===== src/rtl/btn_conditioner_if.sv =====
// Button conditioner bus: raw button levels in, debounced levels and
// single-cycle press/repeat and release strobes out.
//   btn_i : raw asynchronous button levels, 1 = pressed
//   lvl_o : debounced level per channel
//   stb_o : one-cycle strobe on press and on each auto-repeat
//   rel_o : one-cycle strobe on debounced release
// master drives btn_i (board side), slave is the conditioner.
interface btn_conditioner_if #(
  parameter int CHANNELS = 4
);
  logic [CHANNELS-1:0] btn_i;
  logic [CHANNELS-1:0] lvl_o;
  logic [CHANNELS-1:0] stb_o;
  logic [CHANNELS-1:0] rel_o;

  modport master (output btn_i, input lvl_o, stb_o, rel_o);
  modport slave  (input btn_i, output lvl_o, stb_o, rel_o);
endinterface


===== src/rtl/btn_conditioner.sv =====
// Multi-channel push-button conditioner. Each channel synchronises its raw
// button, debounces it with a stability counter and emits a press strobe,
// an optional auto-repeat strobe train while held, and a release strobe.
//   clk_i  : clock, all state on rising edge
//   rst_ni : synchronous active-low reset
//   bus    : btn_conditioner_if.slave (btn_i in; lvl_o, stb_o, rel_o out)

// One conditioner channel.
//   btn : raw button level     lvl : debounced level
//   stb : press/repeat strobe  rel : release strobe
module btn_chan #(
  parameter int DEBOUNCE_CYCLES = 16,
  parameter int REPEAT_EN       = 1,
  parameter int REPEAT_DELAY    = 1000,
  parameter int REPEAT_PERIOD   = 250
) (
  input  logic clk_i,
  input  logic rst_ni,
  input  logic btn,
  output logic lvl,
  output logic stb,
  output logic rel
);
  localparam int CW   = $clog2(DEBOUNCE_CYCLES + 1);
  localparam int RMAX = (REPEAT_DELAY > REPEAT_PERIOD) ? REPEAT_DELAY : REPEAT_PERIOD;
  localparam int RW   = (RMAX > 1) ? $clog2(RMAX) : 1;

  typedef enum logic [1:0] {IDLE, HELD, REPEAT} state_t;

  state_t        state;
  logic          s1, s;
  logic [CW-1:0] cnt;
  logic [RW-1:0] rcnt;
  logic          settle, rise, fall;

  // The level flip is decoded combinationally so the press/release strobe
  // lands on the same edge that lvl changes, not one cycle later.
  assign settle = (s != lvl) && (cnt == CW'(DEBOUNCE_CYCLES - 1));
  assign rise   = settle & s;
  assign fall   = settle & ~s;

  always_ff @(posedge clk_i) begin
    if (!rst_ni) begin
      s1    <= 1'b0;
      s     <= 1'b0;
      lvl   <= 1'b0;
      cnt   <= '0;
      rcnt  <= '0;
      stb   <= 1'b0;
      rel   <= 1'b0;
      state <= IDLE;
    end else begin
      s1  <= btn;
      s   <= s1;
      stb <= 1'b0;
      rel <= 1'b0;

      if (s == lvl)    cnt <= '0;
      else if (settle) begin
        lvl <= s;
        cnt <= '0;
      end else         cnt <= cnt + 1'b1;

      case (state)
        IDLE: if (rise) begin
          state <= HELD;
          stb   <= 1'b1;
          rcnt  <= RW'(REPEAT_DELAY - 1);
        end
        // Release is checked first so it beats a coinciding repeat expiry.
        HELD: if (fall) begin
          state <= IDLE;
          rel   <= 1'b1;
          rcnt  <= '0;
        end else if (rcnt != '0) begin
          rcnt <= rcnt - 1'b1;
        end else if (REPEAT_EN != 0) begin
          state <= REPEAT;
          stb   <= 1'b1;
          rcnt  <= RW'(REPEAT_PERIOD - 1);
        end
        REPEAT: if (fall) begin
          state <= IDLE;
          rel   <= 1'b1;
          rcnt  <= '0;
        end else if (rcnt != '0) begin
          rcnt <= rcnt - 1'b1;
        end else begin
          stb  <= 1'b1;
          rcnt <= RW'(REPEAT_PERIOD - 1);
        end
        default: state <= IDLE;
      endcase
    end
  end
endmodule

module btn_conditioner #(
  parameter int CHANNELS        = 4,
  parameter int DEBOUNCE_CYCLES = 16,
  parameter int REPEAT_EN       = 1,
  parameter int REPEAT_DELAY    = 1000,
  parameter int REPEAT_PERIOD   = 250
) (
  input logic               clk_i,
  input logic               rst_ni,
  btn_conditioner_if.slave  bus
);
  if (CHANNELS < 1)        begin : g_bad_ch  $error("CHANNELS must be >= 1");        end
  if (DEBOUNCE_CYCLES < 1) begin : g_bad_db  $error("DEBOUNCE_CYCLES must be >= 1"); end
  if (REPEAT_DELAY < 1)    begin : g_bad_rd  $error("REPEAT_DELAY must be >= 1");    end
  if (REPEAT_PERIOD < 1)   begin : g_bad_rp  $error("REPEAT_PERIOD must be >= 1");   end
  if (REPEAT_EN != 0 && REPEAT_EN != 1) begin : g_bad_re $error("REPEAT_EN must be 0 or 1"); end

  logic [CHANNELS-1:0] lvl, stb, rel;

  btn_chan #(
    .DEBOUNCE_CYCLES (DEBOUNCE_CYCLES),
    .REPEAT_EN       (REPEAT_EN),
    .REPEAT_DELAY    (REPEAT_DELAY),
    .REPEAT_PERIOD   (REPEAT_PERIOD)
  ) u_chan [CHANNELS-1:0] (
    .clk_i  (clk_i),
    .rst_ni (rst_ni),
    .btn    (bus.btn_i),
    .lvl    (lvl),
    .stb    (stb),
    .rel    (rel)
  );

  assign bus.lvl_o = lvl;
  assign bus.stb_o = stb;
  assign bus.rel_o = rel;
endmodule


===== src/flat_wrapper.sv =====
// flat-port wrapper written by rule: the top's interface ports become plain ports
module btn_conditioner_flat 
#(
  parameter int CHANNELS        = 4,
  parameter int DEBOUNCE_CYCLES = 16,
  parameter int REPEAT_EN       = 1,
  parameter int REPEAT_DELAY    = 1000,
  parameter int REPEAT_PERIOD   = 250
)
  (clk_i, rst_ni, bus_btn_i, bus_lvl_o, bus_stb_o, bus_rel_o);
  btn_conditioner_if #(.CHANNELS(CHANNELS)) bus_i ();
  input logic clk_i;
  input logic rst_ni;
  input wire logic [$bits(bus_i.btn_i)-1:0] bus_btn_i;
  output wire logic [$bits(bus_i.lvl_o)-1:0] bus_lvl_o;
  output wire logic [$bits(bus_i.stb_o)-1:0] bus_stb_o;
  output wire logic [$bits(bus_i.rel_o)-1:0] bus_rel_o;
  assign bus_i.btn_i = bus_btn_i;
  assign bus_lvl_o = bus_i.lvl_o;
  assign bus_stb_o = bus_i.stb_o;
  assign bus_rel_o = bus_i.rel_o;
  btn_conditioner #(.CHANNELS(CHANNELS), .DEBOUNCE_CYCLES(DEBOUNCE_CYCLES), .REPEAT_EN(REPEAT_EN), .REPEAT_DELAY(REPEAT_DELAY), .REPEAT_PERIOD(REPEAT_PERIOD)) u_core (.clk_i(clk_i), .rst_ni(rst_ni), .bus(bus_i));
endmodule

===== config.mk =====
export PLATFORM = sky130hd
export DESIGN_NAME = btn_conditioner_flat
export DESIGN_NICKNAME = d
export VERILOG_FILES = /design/src/rtl/btn_conditioner_if.sv /design/src/rtl/btn_conditioner.sv /design/src/flat_wrapper.sv
export SDC_FILE = /design/constraint.sdc
export NUM_CORES = 1
export LEC_CHECK = 0
export CAP_MARGIN = 10
export CORE_ASPECT_RATIO = 0.6
export CORE_MARGIN = 3
export CORE_UTILIZATION = 45
export DETAILED_ROUTE_END_ITERATION = 16
export PLACE_DENSITY = 0.67
export SYNTH_ARGS = -nofsm -noshare
export SYNTH_HDL_FRONTEND = slang
export SYNTH_SLANG_ARGS = --single-unit

===== constraint.sdc =====
create_clock -name clk_i -period 2 [get_ports clk_i]
set_clock_uncertainty 0.05 [all_clocks]
set_input_delay 0.4 -clock clk_i [delete_from_list [all_inputs] [get_ports clk_i]]
set_output_delay 0.4 -clock clk_i [all_outputs]
set_load 0.02 [all_outputs]

==> out/metrics.yaml, run 1 <==
clocking:
  cts_root_buf: "clkbuf_16"
  cts_buffer_depth: 2
  clk_pin_slew_ns: 0.06
  clk_latency_ns: 0.35
  cts_inserted_buffers: 9
  cts_tree: "built"
  htree_levels: 3
  ctsHoldBuffers: 0
  numClockSinks: 88
timing:
  hold_violations: 0
  setup_ws_ns: 0.0531
  max-slew-margin-rel_pct: 52.5
  tightestPinTransition_ns: 0.706
  period_needed_ns: 1.95
  fin_crit_sh_pct: 97.3
  fmax_ghz: 0.514
  setup_violations: 0
  drv_slew: 0
grt:
  grt_overflow: 0
  first_global_vias: 3783
  grt_use_total_pct: 19.4
  antenna_found_initial: 0
  grt_max_degree: 45
  grt_pass1_wl_um: 18100
critical_path:
  crit_path_start_kind: "register"
  cp-end-kind: "output port"
  worstPathMaxFanout: 8
  critPathRequiredTime_ns: 1.55
  cp_top_family: "buffers and inverters"
  arrival_ns: 1.50
  worstSetupPathType: "reg -> out"
  cpPeakStageDelay_ns: 0.67
  critical_path_buf_inv_count: 1
  path_cells: "clkdlybuf4s50_1"
  cpMaxStageDelayCell: "clkdlybuf4s50_1"
logic_synthesis:
  ys_ff_latch: 88
  synth_area_per_cell_um2: 9.02
  synth.top_cells.by_area: "dfxtp_1 (37%), ha_1 (8.5%), o221a_2 (4.1%)"
  ys_async_sr_fraction_pct: 0
  syn_area_mm2: 0.00470
  synth_ff_type: "dfxtp_1"
  synth.distinct_cells: 64
  yosysTopAreaCell: "dfxtp_1"
  synth_warnings: 0
  synth_nets: 559
  synth-edff-count: 0
  synth_top_area_share_pct: 37.5
  synth-seq-area-share_pct: 37.5
  synthCells: 521
pwr:
  power_density_mw_per_mm2: 1410
  vdd_drop_max_v: 0.000673
  p_leak_uw: 0.00224
layout:
  final_cells: 700
  fillers: 908
  n_antenna_cell: 0
  final_nets: 599
  layout-drive-gt1-share_pct: 19.8
  area_delta_synth_final_pct: 19.8
floorplan:
  placementRows: 28
  io-pin-count: 18
  core_mm2: 0.0100
  dieArea_mm2: 0.0117
  initial_core_util_pct: 46.9
  die_w_um: 138
  die_h_um: 85.2
placed_design:
  gp_congestion: 0.908
  post-place-ws_ns: -0.0128
  dp_hpwl_um: 7330
  dp_cells: 680
  io_buffers: 17
detailed_routing:
  vias: 4112
  drt_iter0_drc: 212
  firstDrtPassIters: 6
  wl_um: 10900
  drc: 0
  wl_per_cell_um: 15.6
  vias_per_cell: 5.87
  ant_nets: 0
hold_path:
  hp-class: "reg -> reg"
run_status:
  status: "complete, no violations"
job:
  maxCapViolCount: 0
through the flow:
stage               TNS [ns]  instance area, µm²  power (µW)  hold WS, ns  utilization, %
floorplan                  0                4700        4820        0.362               -
global placement           0                5150        5740        0.366            51.4
detailed placement   -0.0128                5150        5790        0.369            51.4
CTS                        0                5470        7640        0.383            54.6
global route         -0.0509                5630        8430        0.410            56.2
finish                     0                5630        7940        0.381            56.2
final timing paths:
check                          start                         to  slack, ns  cells after the start
max reg2reg  u_core.u_chan[1].cnt[1]  u_core.u_chan[1].state[0]       0.06                      8
min              u_core.u_chan[0].s1         u_core.u_chan[0].s       0.38                      1
max             u_core.u_chan[2].lvl               bus_lvl_o[2]       0.05                      1
min reg2reg      u_core.u_chan[0].s1         u_core.u_chan[0].s       0.38                      1
worst reg2reg max path, cell delays in order, from the launching register on:
cell	delay (ns)
dfxtp_2	0.33
ha_2	0.18
and3_4	0.20
ha_4	0.15
buf_4	0.12
nand3b_1	0.16
a22oi_1	0.32
o21ai_0	0.18
mux2i_1	0.14
state kept, by name, summed over array words and instances, names as in the netlist:
name and count:
u_core.u_chan.rcnt 40, u_core.u_chan.s1 4, u_core.u_chan.stb 4, u_core.u_chan.rel 4, u_core.u_chan.s 4, u_core.u_chan.cnt 20, u_core.u_chan.lvl 4, u_core.u_chan.state 8
where the power goes:
part / switching, µW / internal [µW] / leakage, µW
sequential: 276 / 2020 / 0.000715
combinational: 2170 / 1710 / 0.00137
clock: 682 / 1080 / 0.000149
total: 3130 / 4810 / 0.00224
layer usage:
layer | global-route usage, % | up-vias | wire length, µm
li1 | - | 2012 | -
met1 | 28.4 | 1979 | 5660
met2 | 26.8 | 105 | 4510
met3 | 5.27 | 16 | 547
met4 | 7.53 | 0 | 178
met5 | 0 | - | 0
area by class of cell:
type                            count  area, µm²  area share (%)
Clock buffer                       11        233            4.13
Clock inverter                      4       70.1            1.24
Sequential cell                    88       1770            31.4
Inverter                           34        128            2.27
Multi-Input combinational cell    374       2800            49.8
Timing Repair Buffer               54        464            8.24
Tap cell                          135        169            3.00
kinds of logic after synthesis:
group / after synthesis / share of synthesized area (%)
compound gates: 130 / 20.5
simple gates: 190 / 23.3
mux: 10 / 2.16
fa+ha+maj: 32 / 8.52
flops: 88 / 37.5
xor+xnor: 12 / 2.24
buf+inv: 59 / 5.80
cell usage in the layout, fill, tap and decap left out, types with 14 or more instances in the layout:
cell	count
a21oi_1	22
buf_4	34
clkdlybuf4s50_1	16
dfxtp_1	85
ha_1	27
inv_1	33
nand2_1	24
nor2_1	41
nor3_1	22
o21a_1	14
o21ai_0	17
o221a_2	17
synthesized netlist by cell type (4+ instances only):
| library cell | n |
|---|---|
| a211oi_1 | 9 |
| a21oi_1 | 22 |
| a22oi_1 | 5 |
| a31oi_1 | 11 |
| and2_1 | 12 |
| and3_1 | 9 |
| buf_4 | 13 |
| clkbuf_1 | 8 |
| dfxtp_1 | 88 |
| ha_1 | 32 |
| inv_1 | 34 |
| mux2i_1 | 9 |
| nand2_1 | 26 |
| nand2b_1 | 6 |
| nand3_1 | 5 |
| nand3b_1 | 7 |
| nand4_1 | 4 |
| nand4bb_1 | 4 |
| nor2_1 | 42 |
| nor3_1 | 24 |
| nor3_2 | 4 |
| nor3b_1 | 5 |
| nor4_1 | 10 |
| o211a_1 | 4 |
| o21a_1 | 14 |
| o21ai_0 | 17 |
| o221a_2 | 17 |
| or3_1 | 8 |
| or4_1 | 4 |
| xnor2_1 | 8 |
| xor2_1 | 4 |
repair_timing:
action | in CTS | in global routing
setup endpoints to repair | 4 | 49
resized for setup | 6 | 31
pin swaps | 0 | 5
gates cloned | 0 | 1
buffers inserted | 0 | 4
Power figures use the tool's default switching activity.
==> run 2: changes to the inputs <==
--- a/config.mk
+++ b/config.mk
@@ -6,11 +6,13 @@
 export NUM_CORES = 1
 export LEC_CHECK = 0
 export CAP_MARGIN = 10
+export CELL_PAD_IN_SITES_DETAIL_PLACEMENT = 0
+export CELL_PAD_IN_SITES_GLOBAL_PLACEMENT = 1
 export CORE_ASPECT_RATIO = 0.6
 export CORE_MARGIN = 3
-export CORE_UTILIZATION = 45
+export CORE_UTILIZATION = 43
 export DETAILED_ROUTE_END_ITERATION = 16
-export PLACE_DENSITY = 0.67
+export PLACE_DENSITY = 0.79
 export SYNTH_ARGS = -nofsm -noshare
 export SYNTH_HDL_FRONTEND = slang
 export SYNTH_SLANG_ARGS = --single-unit
==> run 2 against run 1 <==
Net effect: critical path depth up 8; clock power down 6%; utilization down 0.57 points; final cell count grew 2.0%; non-clock buffer count is 13 higher; combinational power is essentially flat; sequential cell count unchanged; cell area increased by 1.1%; count of clock-buffer cells in the layout fell by 2; setup slack better by 0.019 ns; sequential power barely moved; global-route usage down 1.6 points; critical endpoint is now u_core.u_chan[1].stb; largest power group unchanged.
==> out/metrics.yaml, run 2 (synthesized netlist as in run 1, its figures left out) <==
run_status:
  status: "complete, no violations"
critical_path:
  reg2reg_from: "u_core.u_chan[1].cnt[0]"
  worstSetupPathType: "reg -> reg"
  path_cells: "ha_4 -> and3_4 -> ha_2 -> buf_4 -> nand3b_1 -> buf_6 -> buf_4 -> a32oi_2 -> nor3_1"
  worstPathMaxFanout: 5
  cpMaxStageDelayCell: "dfxtp_2"
  arrival_ns: 2.10
  cp-end-kind: "register"
  crit_path_start_kind: "register"
  cpPeakStageDelay_ns: 0.37
  critPathRequiredTime_ns: 2.18
  cp_common_cell: "buf_4"
  startpoint: "u_core.u_chan[1].cnt[0]"
grt:
  first_global_vias: 3673
  antenna_found_initial: 0
  grt_use_total_pct: 17.8
  grt_max_degree: 24
  grt_pass1_wl_um: 17700
  grt_overflow: 0
layout:
  layout-drive-gt1-share_pct: 21.2
  largest_reg_flops: 40
  largest_register: "u_core.u_chan.rcnt"
  stdcell_area_mm2: 0.00569
  top_regs: "u_core.u_chan.rcnt (40), u_core.u_chan.cnt (20), u_core.u_chan.state (8)"
  multiInputGateArea_mm2: 0.00278
  layout_common_cells: "dfxtp_1 (85), buf_4 (49), nor2_1 (42)"
  final_core_util_pct: 55.6
  area_delta_synth_final_pct: 21.1
  n_antenna_cell: 0
  seq_area_mm2: 0.00177
  fillers: 931
  final_nets: 612
  layout_commonest_cell: "dfxtp_1"
pwr:
  pwr-share-clk_pct: 21.3
  combPwrFrac_pct: 49.8
  power_density_mw_per_mm2: 1380
  p_leak_uw: 0.00228
  p_int_uw: 4720
  vdd_drop_max_v: 0.000583
  switching_share_pct: 39.9
  switching_power_uw: 3130
  sequentialPowerShare_pct: 28.9
job:
  maxCapViolCount: 0
placed_design:
  gp_congestion: 0.863
  dp_hpwl_um: 7730
  post-place-ws_ns: -0.00858
  placed_area_mm2: 0.00524
  io_buffers: 17
floorplan:
  io-pin-count: 18
  die_w_um: 141
  initial_core_util_pct: 45.9
  core_mm2: 0.0102
  placementRows: 28
  dieArea_mm2: 0.0123
  die_h_um: 87.0
timing:
  hold_violations: 0
  setup_ws_ns: 0.0723
  setup_violations: 0
  fmax_ghz: 0.519
  max-slew-margin-rel_pct: 53.7
  rsz0062_at_grt: "false"
  fin_crit_sh_pct: 96.4
  drv_slew: 0
  period_needed_ns: 1.93
  tightestPinTransition_ns: 0.689
hold_path:
  hp-class: "reg -> reg"
  min_from: "u_core.u_chan[3].s1"
detailed_routing:
  wl_per_cell_um: 15.6
  wl_um: 11100
  vias_per_cell: 5.71
  drc: 0
  ant_nets: 0
  firstDrtPassIters: 5
  drt_iter0_drc: 278
  vias: 4080
clocking:
  cts_tree: "built"
  clk_pin_slew_ns: 0.06
  htree_levels: 3
  cts_buffer_depth: 2
  cts_inserted_buffers: 9
  cts_root_buf: "clkbuf_16"
  clk_latency_ns: 0.34
  numClockSinks: 88
run 2: cell count changes in the layout (fill, tap and decap cells not counted), sizes merged:
cell,delta
bufinv,-1
clkinv,+2
clkbuf,-2
buf,+13
clkinvlp,+2
run 2: cell type report:
class / count / area share [%]
Timing Repair Buffer: 67 / 9.70
Multi-Input combinational cell: 374 / 48.8
Sequential cell: 88 / 31.0
Clock buffer: 9 / 3.96
Inverter: 34 / 2.24
Tap cell: 135 / 2.97
Clock inverter: 7 / 1.28
run 2: through the flow:
| stage | setup TNS [ns] | instances | hold WS [ns] | total power, µW |
|---|---|---|---|---|
| after detailed placement | -0.00916 | 694 | 0.378 | 5950 |
| after global placement | 0 | 694 | 0.368 | 5890 |
| after CTS | 0 | 710 | 0.405 | 7690 |
| final | 0 | 714 | 0.411 | 7850 |
| after floorplan | 0 | 521 | 0.362 | 4820 |
| after global routing | 0 | 714 | 0.423 | 8350 |
run 2: critical path, delay by kind of cell, from the launching register on:
family	cells	cell delay, ns
simple gates	3	0.45
fa+ha+maj	2	0.31
compound gates	1	0.19
flops	1	0.37
buf+inv	3	0.44
run 2: routing by layer:
| metal | GRT usage [%] | share of wire (%) | vias up |
|---|---|---|---|
| met4 | 4.75 | 1.0 | 0 |
| met2 | 26.0 | 42 | 94 |
| met1 | 25.7 | 52 | 1943 |
| li1 | - | - | 2031 |
| met5 | 0 | 0 | - |
| met3 | 4.88 | 4.9 | 12 |
run 2: power by group through the flow:
stage / registers, µW / clock network [µW] / logic [µW]
global route: 2300 / 1790 / 4260
finish: 2260 / 1670 / 3910
global placement: 2280 / 0 / 3610
CTS: 2250 / 1720 / 3720
detailed placement: 2290 / 0 / 3660
floorplan: 2250 / 0 / 2560
run 2: worst paths after layout:
kind / slack (ns) / endpoint / cells past startpoint
setup / recovery: 0.07 / u_core.u_chan[1].stb / 9
hold / removal: 0.41 / u_core.u_chan[3].s / 1
setup reg to reg: 0.07 / u_core.u_chan[1].stb / 9
hold reg to reg: 0.41 / u_core.u_chan[3].s / 1
run 2: repair_timing:
action / 4_1_cts / 5_1_grt
setup buffers: 0 / 4
resized for setup: 5 / 26
pin swaps: 0 / 10
hold buffers: 0 / 0
setup endpoints to repair: 5 / 38
==> run 3: changes to the inputs <==
--- a/config.mk
+++ b/config.mk
@@ -10,9 +10,9 @@
 export CELL_PAD_IN_SITES_GLOBAL_PLACEMENT = 1
 export CORE_ASPECT_RATIO = 0.6
 export CORE_MARGIN = 3
-export CORE_UTILIZATION = 43
+export CORE_UTILIZATION = 30
 export DETAILED_ROUTE_END_ITERATION = 16
-export PLACE_DENSITY = 0.79
+export PLACE_DENSITY = 0.6
 export SYNTH_ARGS = -nofsm -noshare
 export SYNTH_HDL_FRONTEND = slang
 export SYNTH_SLANG_ARGS = --single-unit
==> run 3 against run 2 <==
Net effect: worst hold slack got worse by 0.040 ns; sequential power barely moved; clock power fell by 4%; critical path type unchanged; critical endpoint is now u_core.u_chan[1].rcnt[8].
==> out/metrics.yaml, run 3 (synthesized netlist as in run 1, its figures left out) <==
clocking:
  cts_inserted_buffers: 9
  htree_levels: 3
  cts_tree: "built"
  cts_root_buf: "clkbuf_16"
  cts_buffer_depth: 2
  clk_pin_slew_ns: 0.07
  clk_latency_ns: 0.33
  numClockSinks: 88
  ctsHoldBuffers: 0
grt:
  grt_use_total_pct: 13.6
  first_global_vias: 3847
  grt_overflow: 0
  grt_max_degree: 45
  grt_pass1_wl_um: 19300
  antenna_found_initial: 0
layout:
  top_regs: "u_core.u_chan.rcnt (40), u_core.u_chan.cnt (20), u_core.u_chan.state (8)"
  n_antenna_cell: 0
  stdcell_area_mm2: 0.00576
  seq_area_mm2: 0.00177
  area_delta_synth_final_pct: 22.5
  largest_register: "u_core.u_chan.rcnt"
  largest_reg_flops: 40
  layout_common_cells: "dfxtp_1 (83), buf_4 (44), nor2_1 (42)"
  final_nets: 606
  layout-drive-gt1-share_pct: 22.5
  layout_commonest_cell: "dfxtp_1"
  fillers: 1474
  multiInputGateArea_mm2: 0.00283
timing:
  setup_violations: 0
  hold_violations: 0
  max-slew-margin-rel_pct: 52.2
  fmax_ghz: 0.516
  setup_ws_ns: 0.0623
  fin_crit_sh_pct: 96.9
  period_needed_ns: 1.94
  tightestPinTransition_ns: 0.711
  rsz0062_at_grt: "true"
  drv_slew: 0
critical_path:
  cpMaxStageDelayCell: "dfxtp_1"
  worstSetupPathType: "reg -> reg"
  cpPeakStageDelay_ns: 0.34
  worstPathMaxFanout: 6
  crit_path_start_kind: "register"
  arrival_ns: 2.11
  path_cells: "ha_2 -> and3_1 -> ha_1 -> and3b_2 -> o21a_1 -> a21oi_1 -> o221a_2"
  critPathRequiredTime_ns: 2.18
  cp-end-kind: "register"
floorplan:
  die_h_um: 103
  initial_core_util_pct: 31.6
  die_w_um: 168
  io-pin-count: 18
  dieArea_mm2: 0.0173
  placementRows: 34
  core_mm2: 0.0149
hold_path:
  hp-class: "reg -> reg"
detailed_routing:
  vias: 4010
  wl_um: 11400
  vias_per_cell: 5.20
  wl_per_cell_um: 14.8
  drc: 0
  firstDrtPassIters: 6
  drt_iter0_drc: 380
  ant_nets: 0
placed_design:
  placed_area_mm2: 0.00530
  gp_congestion: 0.764
  post-place-ws_ns: -0.0251
  dp_hpwl_um: 8010
  io_buffers: 17
pwr:
  vdd_drop_max_v: 0.000475
  p_leak_uw: 0.00224
  power_density_mw_per_mm2: 1390
run_status:
  status: "complete, no violations"
job:
  maxCapViolCount: 0
-- run 3: cell count changes in the layout (fill, tap and decap cells not counted), sizes merged --
| cell | previous run | this run |
|---|---|---|
| buf | 50 | 44 |
| bufinv | 1 | 0 |
| clkbuf | 9 | 10 |
| clkdlybuf4s50 | 16 | 17 |
| clkinv | 4 | 3 |
| clkinvlp | 2 | 3 |
| dlymetal6s2s | 1 | 0 |
-- run 3: critical path, delay by kind of cell (launching register included) --
family          cells  cell delay (ns)
compound gates      3             0.70
fa+ha+maj           2             0.34
flops               1             0.34
simple gates        2             0.40
-- run 3: per-stage QoR --
| step | hold WS (ns) | util, % | total power [µW] | setup TNS (ns) | std cells |
|---|---|---|---|---|---|
| 2_1_floorplan | 0.362 | - | 4820 | 0 | 521 |
| 3_3_place_gp | 0.369 | 35.6 | 6050 | -0.0500 | 754 |
| 3_5_place_dp | 0.369 | 35.6 | 6030 | -0.0251 | 754 |
| 4_1_cts | 0.379 | 37.5 | 7720 | 0 | 770 |
| 5_1_grt | 0.382 | 38.7 | 8600 | -0.0742 | 771 |
| 6_report | 0.371 | 38.7 | 7980 | 0 | 771 |
-- run 3: routing by layer --
| metal | vias up | GRT usage (%) | part of all wire (%) |
|---|---|---|---|
| met5 | - | 0 | 0 |
| met4 | 0 | 3.58 | 0.96 |
| met3 | 13 | 2.72 | 3.7 |
| met2 | 73 | 19.9 | 41 |
| met1 | 1909 | 20.2 | 55 |
| li1 | 2015 | - | - |
-- run 3: what timing repair did --
item	CTS	global route
pin swaps	0	7
buffers inserted	0	1
resized for setup	3	44
endpoints found under the setup margin	3	45
-- run 3: final timing paths --
check / from / end / slack (ns) / depth (start not counted)
max: u_core.u_chan[1].cnt[1] / u_core.u_chan[1].rcnt[8] / 0.06 / 7
min: u_core.u_chan[0].cnt[0] / u_core.u_chan[0].cnt[0] / 0.37 / 1
max reg2reg: u_core.u_chan[1].cnt[1] / u_core.u_chan[1].rcnt[8] / 0.06 / 7
min reg2reg: u_core.u_chan[0].cnt[0] / u_core.u_chan[0].cnt[0] / 0.37 / 1
-- run 3: report_power, final --
group	total, µW	internal [µW]	leakage [µW]	switching (µW)
clock	1610	879	0.000131	730
sequential	2270	2010	0.000716	255
combinational	4100	1840	0.00139	2260
-- run 3: final cells by class --
cell class	count	share of cell area [%]
clock buffers	10	4.15
clock inverters	6	0.783
inverters	34	2.22
multi-input cells	374	49.1
flip-flops and latches	88	30.7
well taps	198	4.30
repair buffers	61	8.70
